[config.mk]
export PLATFORM = sky130hd
export DESIGN_NAME = axil_master_arbiter
export DESIGN_NICKNAME = d
export VERILOG_FILES = /design/src/rtl/axil_master_arbiter.sv
export SDC_FILE = /design/constraint.sdc
export NUM_CORES = 1
export LEC_CHECK = 0
export ABC_AREA = 1
export CAP_MARGIN = 10
export CORE_MARGIN = 5
export CORE_UTILIZATION = 35
export CTS_BUF_LIST = sky130_fd_sc_hd__clkbuf_8
export DETAILED_ROUTE_END_ITERATION = 12
export PLACE_DENSITY_LB_ADDON = 0.05
export SLEW_MARGIN = 20
export SYNTH_ARGS = -nofsm -noshare
export SYNTH_HDL_FRONTEND = slang
export SYNTH_SLANG_ARGS = --single-unit
[constraint.sdc]
create_clock -name aclk -period 1.7 [get_ports aclk]
set_clock_uncertainty 0.2 [all_clocks]
set_input_delay 0.34 -clock aclk [delete_from_list [all_inputs] [get_ports aclk]]
set_output_delay 0.34 -clock aclk [all_outputs]
set_load 0.02 [all_outputs]
[src/rtl/axil_master_arbiter.sv]
// Round-robin arbiter sharing one AXI-Lite master request/done interface among
// NUM_REQ requesters; write and read channels are arbitrated independently.

module axil_arb_chan #(
  parameter int NUM_REQ = 2,
  parameter int PW      = 32,
  parameter int RW      = 2
) (
  input  logic                  clk,
  input  logic                  rst,
  input  logic [NUM_REQ-1:0]    s_valid,
  output logic [NUM_REQ-1:0]    s_ready,
  input  logic [NUM_REQ*PW-1:0] s_payload,
  output logic [NUM_REQ-1:0]    s_done,
  output logic [RW-1:0]         s_resp,
  output logic                  m_valid,
  input  logic                  m_ready,
  output logic [PW-1:0]         m_payload,
  input  logic                  m_done,
  input  logic [RW-1:0]         m_resp
);
  localparam int IW = $clog2(NUM_REQ);

  typedef enum logic [1:0] {IDLE, ISSUE, WAIT} state_e;

  state_e               state_q, state_d;
  logic [IW-1:0]        ptr_q, ptr_d;
  logic [IW-1:0]        owner_q, owner_d;
  logic [PW-1:0]        payload_q, payload_d;
  logic [RW-1:0]        resp_q, resp_d;
  logic [NUM_REQ-1:0]   done_q, done_d;

  always_comb begin
    int   idx;
    int   win;
    logic found;
    state_d   = state_q;
    ptr_d     = ptr_q;
    owner_d   = owner_q;
    payload_d = payload_q;
    resp_d    = resp_q;
    done_d    = '0;
    s_ready   = '0;
    found     = 1'b0;
    win       = 0;
    idx       = 0;
    case (state_q)
      IDLE: begin
        // Search starts one past the last winner so every requester gets a turn.
        for (int k = 1; k <= NUM_REQ; k++) begin
          idx = (int'(ptr_q) + k) % NUM_REQ;
          if (!found && s_valid[idx]) begin
            found = 1'b1;
            win   = idx;
          end
        end
        if (found && !rst) begin
          s_ready[win] = 1'b1;
          payload_d    = s_payload[win*PW +: PW];
          owner_d      = IW'(win);
          ptr_d        = IW'(win);
          state_d      = ISSUE;
        end
      end
      ISSUE: begin
        if (m_ready) begin
          if (m_done) begin
            resp_d          = m_resp;
            done_d[owner_q] = 1'b1;
            state_d         = IDLE;
          end else begin
            state_d = WAIT;
          end
        end
      end
      WAIT: begin
        if (m_done) begin
          resp_d          = m_resp;
          done_d[owner_q] = 1'b1;
          state_d         = IDLE;
        end
      end
      default: state_d = IDLE;
    endcase
  end

  always_ff @(posedge clk) begin
    if (rst) begin
      state_q   <= IDLE;
      ptr_q     <= IW'(NUM_REQ - 1);
      owner_q   <= '0;
      payload_q <= '0;
      resp_q    <= '0;
      done_q    <= '0;
    end else begin
      state_q   <= state_d;
      ptr_q     <= ptr_d;
      owner_q   <= owner_d;
      payload_q <= payload_d;
      resp_q    <= resp_d;
      done_q    <= done_d;
    end
  end

  assign m_valid   = (state_q == ISSUE);
  assign m_payload = payload_q;
  assign s_done    = done_q;
  assign s_resp    = resp_q;
endmodule

module axil_master_arbiter #(
  parameter int NUM_REQ        = 2,
  parameter int AXI_DATA_WIDTH = 32,
  parameter int AXI_ADDR_WIDTH = 32
) (
  input  logic                               aclk,
  input  logic                               areset,
  input  logic [NUM_REQ-1:0]                 s_wr_valid,
  output logic [NUM_REQ-1:0]                 s_wr_ready,
  input  logic [NUM_REQ*AXI_ADDR_WIDTH-1:0]  s_wr_addr,
  input  logic [NUM_REQ*AXI_DATA_WIDTH-1:0]  s_wr_data,
  output logic [NUM_REQ-1:0]                 s_wr_done,
  output logic [1:0]                         s_wr_error,
  input  logic [NUM_REQ-1:0]                 s_rd_valid,
  output logic [NUM_REQ-1:0]                 s_rd_ready,
  input  logic [NUM_REQ*AXI_ADDR_WIDTH-1:0]  s_rd_addr,
  output logic [NUM_REQ-1:0]                 s_rd_done,
  output logic [AXI_DATA_WIDTH-1:0]          s_rd_data,
  output logic [1:0]                         s_rd_error,
  output logic                               wr_valid,
  input  logic                               wr_ready,
  output logic [AXI_ADDR_WIDTH-1:0]          wr_addr,
  output logic [AXI_DATA_WIDTH-1:0]          wr_data,
  input  logic                               wr_done,
  input  logic [1:0]                         wr_error,
  output logic                               rd_valid,
  input  logic                               rd_ready,
  output logic [AXI_ADDR_WIDTH-1:0]          rd_addr,
  input  logic [AXI_DATA_WIDTH-1:0]          rd_data,
  input  logic                               rd_done,
  input  logic [1:0]                         rd_error
);
  localparam int AW  = AXI_ADDR_WIDTH;
  localparam int DW  = AXI_DATA_WIDTH;
  localparam int WPW = AW + DW;

  logic [NUM_REQ*WPW-1:0] wr_req_pl;
  logic [WPW-1:0]         wr_pl;
  logic [DW+1:0]          rd_resp;

  for (genvar i = 0; i < NUM_REQ; i++) begin : g_pack
    assign wr_req_pl[i*WPW +: WPW] = {s_wr_addr[i*AW +: AW], s_wr_data[i*DW +: DW]};
  end

  axil_arb_chan #(.NUM_REQ(NUM_REQ), .PW(WPW), .RW(2)) u_wr (
    .clk       (aclk),
    .rst       (areset),
    .s_valid   (s_wr_valid),
    .s_ready   (s_wr_ready),
    .s_payload (wr_req_pl),
    .s_done    (s_wr_done),
    .s_resp    (s_wr_error),
    .m_valid   (wr_valid),
    .m_ready   (wr_ready),
    .m_payload (wr_pl),
    .m_done    (wr_done),
    .m_resp    (wr_error)
  );

  assign {wr_addr, wr_data} = wr_pl;

  // Read responses carry data back, so the response word is {error, data}.
  axil_arb_chan #(.NUM_REQ(NUM_REQ), .PW(AW), .RW(DW + 2)) u_rd (
    .clk       (aclk),
    .rst       (areset),
    .s_valid   (s_rd_valid),
    .s_ready   (s_rd_ready),
    .s_payload (s_rd_addr),
    .s_done    (s_rd_done),
    .s_resp    (rd_resp),
    .m_valid   (rd_valid),
    .m_ready   (rd_ready),
    .m_payload (rd_addr),
    .m_done    (rd_done),
    .m_resp    ({rd_error, rd_data})
  );

  assign {s_rd_error, s_rd_data} = rd_resp;
endmodule
==> impl_results.md <==
- Setup violators final: 106
- I/O Pins: 380
- Worst vdd ir: 0.000525 V
- CTS tree: yes
- Pwr/cell area: approximately 870 nW/um2
- Die W: 146 um
- # H-tree levels: 4
- Final slew viol count: 0
- Core ar.: approximately 18,000 um2
- Arrival time at the worst endpoint: 1.51 ns
- Share of post-route cells with drive strength above 1: around 22%
- Final HPWL DP: 18,900 um
- Crit path largest cell delay: 0.45 ns
- Unrepaired setup endpoints after global routing: true
- Yosys reg bits: approximately 140
- Chip Height: 146 um
- Tcrit/Tclk final: 121%
- Hold buffers post-CTS: 0
- Worst path required time: between 1 and 1.5 ns
- Initial DRC Count: approximately 300
- Clock sink count: 144
- # fillers: 1,685
- Placement Setup Slack: -0.707 ns
- F_max: 488 MHz
- Lkg Pwr: 5.13 nW
- Post-Synthesis Net Count: 1,223
- Syn Std Cell Area: 6500 um2
- Failing checks: setup timing
- Synthesized instance count: a little under 1,000
- Worst slew pin tran: 1.12 ns
- Reg clk slew, reported paths: 0.08 ns
- Slowest cell on the critical path: clkdlybuf4s50_1
- Port Buf Inserts: 379
- First-pass GRT wire length: 40,300 um
- Layout Nets: around 1,600
- Cell row count: 49
- Initial antenna violation count: 1
- Maxcap violations: 0
- Yosys warnings: 0
- CTS buffer count: 17
- Crit path max fanout: 35
- Number of routed nets with antenna violations: 0
- Final Wtd Congestion: between 0.8 and 0.9
- Worst rel slew slack: 25.6%
- Clk_lat worst skew: 0.44 ns
- Drc violations: 0
- Routed vias: around 7,700
- Synth cell types: 18
- Total Wirelength: 26,700 um
- Wirelength per Cell: 16.3 um
- Status: finished with violations
- Number of hold violations in the final report: 0
- Vias in the first global route: 7,313
- Worst min-delay path category: input port to register
- Largest net degree at the start of global routing: 102
- Crit. End Element: output port
- Drt first pass iters: 4
- Worst Slack Setup Final: -0.350 ns
- Cell family with most CP delay: buffers and inverters
- Path type of the worst setup path: input port to output port
- Global Route Usage Sum: 23.6%
- Number of vias per cell: 4.71
- Worst Path Buf+Inv: 4
- Average size of a mapped cell: 6.64 um2
- Initial Util: 35.8%
- Area growth syn-to-layout: 80.0%
- CP most frequent cell: buf_6
- Seq/Total Area, Yosys: between 40 and 50%
- Cells along the critical path: clkdlybuf4s50_1 > nand2_2 > buf_6 > nand3_4 > inv_2 > buf_6
- Maximum root-to-sink buffer count: 2
- Full die area: approximately 21,000 um2
- Setup crit start kind: input port
- Final core area utilization: ~64%
- Min cycle time layout: 2.05 ns
- Root Buffer: clkbuf_8
- GR Overflow Total: 0
[Yosys cell counts]
master	count	area (um2)
or2_2	1	6.26
buf_2	37	185
o21ai_2	2	17.5
ha_1	6	75.1
clkbuf_1	22	82.6
nand4_1	1	6.26
o211ai_1	2	15.0
nor2_1	11	41.3
inv_2	4	15.0
nor2_4	2	22.5
buf_4	10	75.1
inv_1	52	195
nor4_1	2	12.5
nand2_1	439	1650
o21ai_0	38	190
a21oi_1	135	676
dfxtp_1	144	2880
nand3_1	71	355
[power by group]
part,total (mW),internal (mW),switching (mW)
combinational,3.38,1.64,1.74
sequential,3.85,3.68,0.160
clock,2.96,1.52,1.44
[worst paths after layout]
check / end / cells after the start / start / slack, ns
hold / removal: u_rd.ptr_q / 4 / areset / 0.12
hold reg to reg: u_wr.s_done[0] / 1 / u_wr.owner_q / 0.23
setup / recovery: s_wr_ready[1] / 6 / s_wr_valid[0] / -0.35
setup reg to reg: u_rd.s_resp[20] / 10 / u_rd.state_q[0] / -0.22
[cell families (layout without fill, tap and decap cells)]
logic type	Yosys count	in the layout	synth area share, %
AO/OA/AOI/OAI	177	177	13.8
flip-flops	144	144	44.3
AND/OR/NAND/NOR	527	527	32.2
buffers and inverters	125	553	8.51
other	0	1	0
adder cells (fa/ha/maj)	6	6	1.15
[routing by layer]
metal	up-vias	GRT usage (%)	routed length, um
met2	281	40.9	13200
met5	-	0	0
met1	3465	26.7	10400
met4	0	7.01	542
met3	34	9.85	2550
li1	3932	-	-
[layout make-up]
cell class                      instances  area, um2  share of cell area [%]
Antenna cell                            1       2.50                  0.0214
Clock buffer                           18        248                    2.12
Clock inverter                         14        180                    1.54
Inverter                               56        213                    1.82
Multi-Input combinational cell        710       3440                    29.4
Sequential cell                       144       2890                    24.7
Tap cell                              229        287                    2.45
Timing Repair Buffer                  465       4450                    38.0
[registers in the layout, summed over array words and instances, names as in the netlist]
name,cells
u_wr.owner_q,1
u_wr.s_done,2
u_wr.m_payload,64
u_wr.ptr_q,1
u_wr.s_resp,2
u_rd.s_resp,34
u_wr.state_q,2
u_rd.m_payload,32
u_rd.ptr_q,1
u_rd.state_q,2
u_rd.owner_q,1
u_rd.s_done,2
[worst reg2reg max path: stages (launching register included)]
cell and delay (ns):
dfxtp_2 0.35, inv_2 0.06, buf_6 0.11, buf_6 0.11, ha_4 0.15, o211ai_1 0.16, buf_4 0.20, buf_16 0.14
buf_12 0.13, o21ai_2 0.05, a21oi_1 0.20
[layout by cell type (no fill, tap or decap), types with 10 or more instances in the layout]
cell type | synthesis | final
inv_1 | 52 | 43
nand2_1 | 439 | 432
clkdlybuf4s50_1 | 0 | 235
a21oi_2 | 0 | 26
inv_2 | 4 | 12
buf_6 | 0 | 26
clkbuf_8 | 0 | 18
clkdlybuf4s15_2 | 0 | 16
nor2_1 | 11 | 10
o21ai_2 | 2 | 31
clkbuf_2 | 0 | 74
buf_4 | 10 | 45
buf_12 | 0 | 14
clkdlybuf4s15_1 | 0 | 42
dfxtp_1 | 144 | 139
a21oi_1 | 135 | 109
nand3_1 | 71 | 67
[stage by stage]
step | cells | power (mW) | TNS (ns) | hold WS (ns) | cell area (um2)
5_1_grt | 1637 | 10.7 | -21.51 | 0.114 | 11700
2_1_floorplan | 979 | 5.33 | -0.829 | 0.198 | 6520
6_report | 1637 | 10.2 | -12.58 | 0.121 | 11700
4_1_cts | 1628 | 10.2 | -13.38 | 0.115 | 11800
3_3_place_gp | 1569 | 6.95 | -50.58 | 0.215 | 10700
3_5_place_dp | 1569 | 6.97 | -53.77 | 0.219 | 10700
[what timing repair did]
action	4_1_cts	5_1_grt
setup buffers	21	20
gates cloned	7	0
resized for setup	368	194
setup endpoints to repair	245	230
pin swaps	24	16
Note: power is estimated with default switching activity, not from simulation.
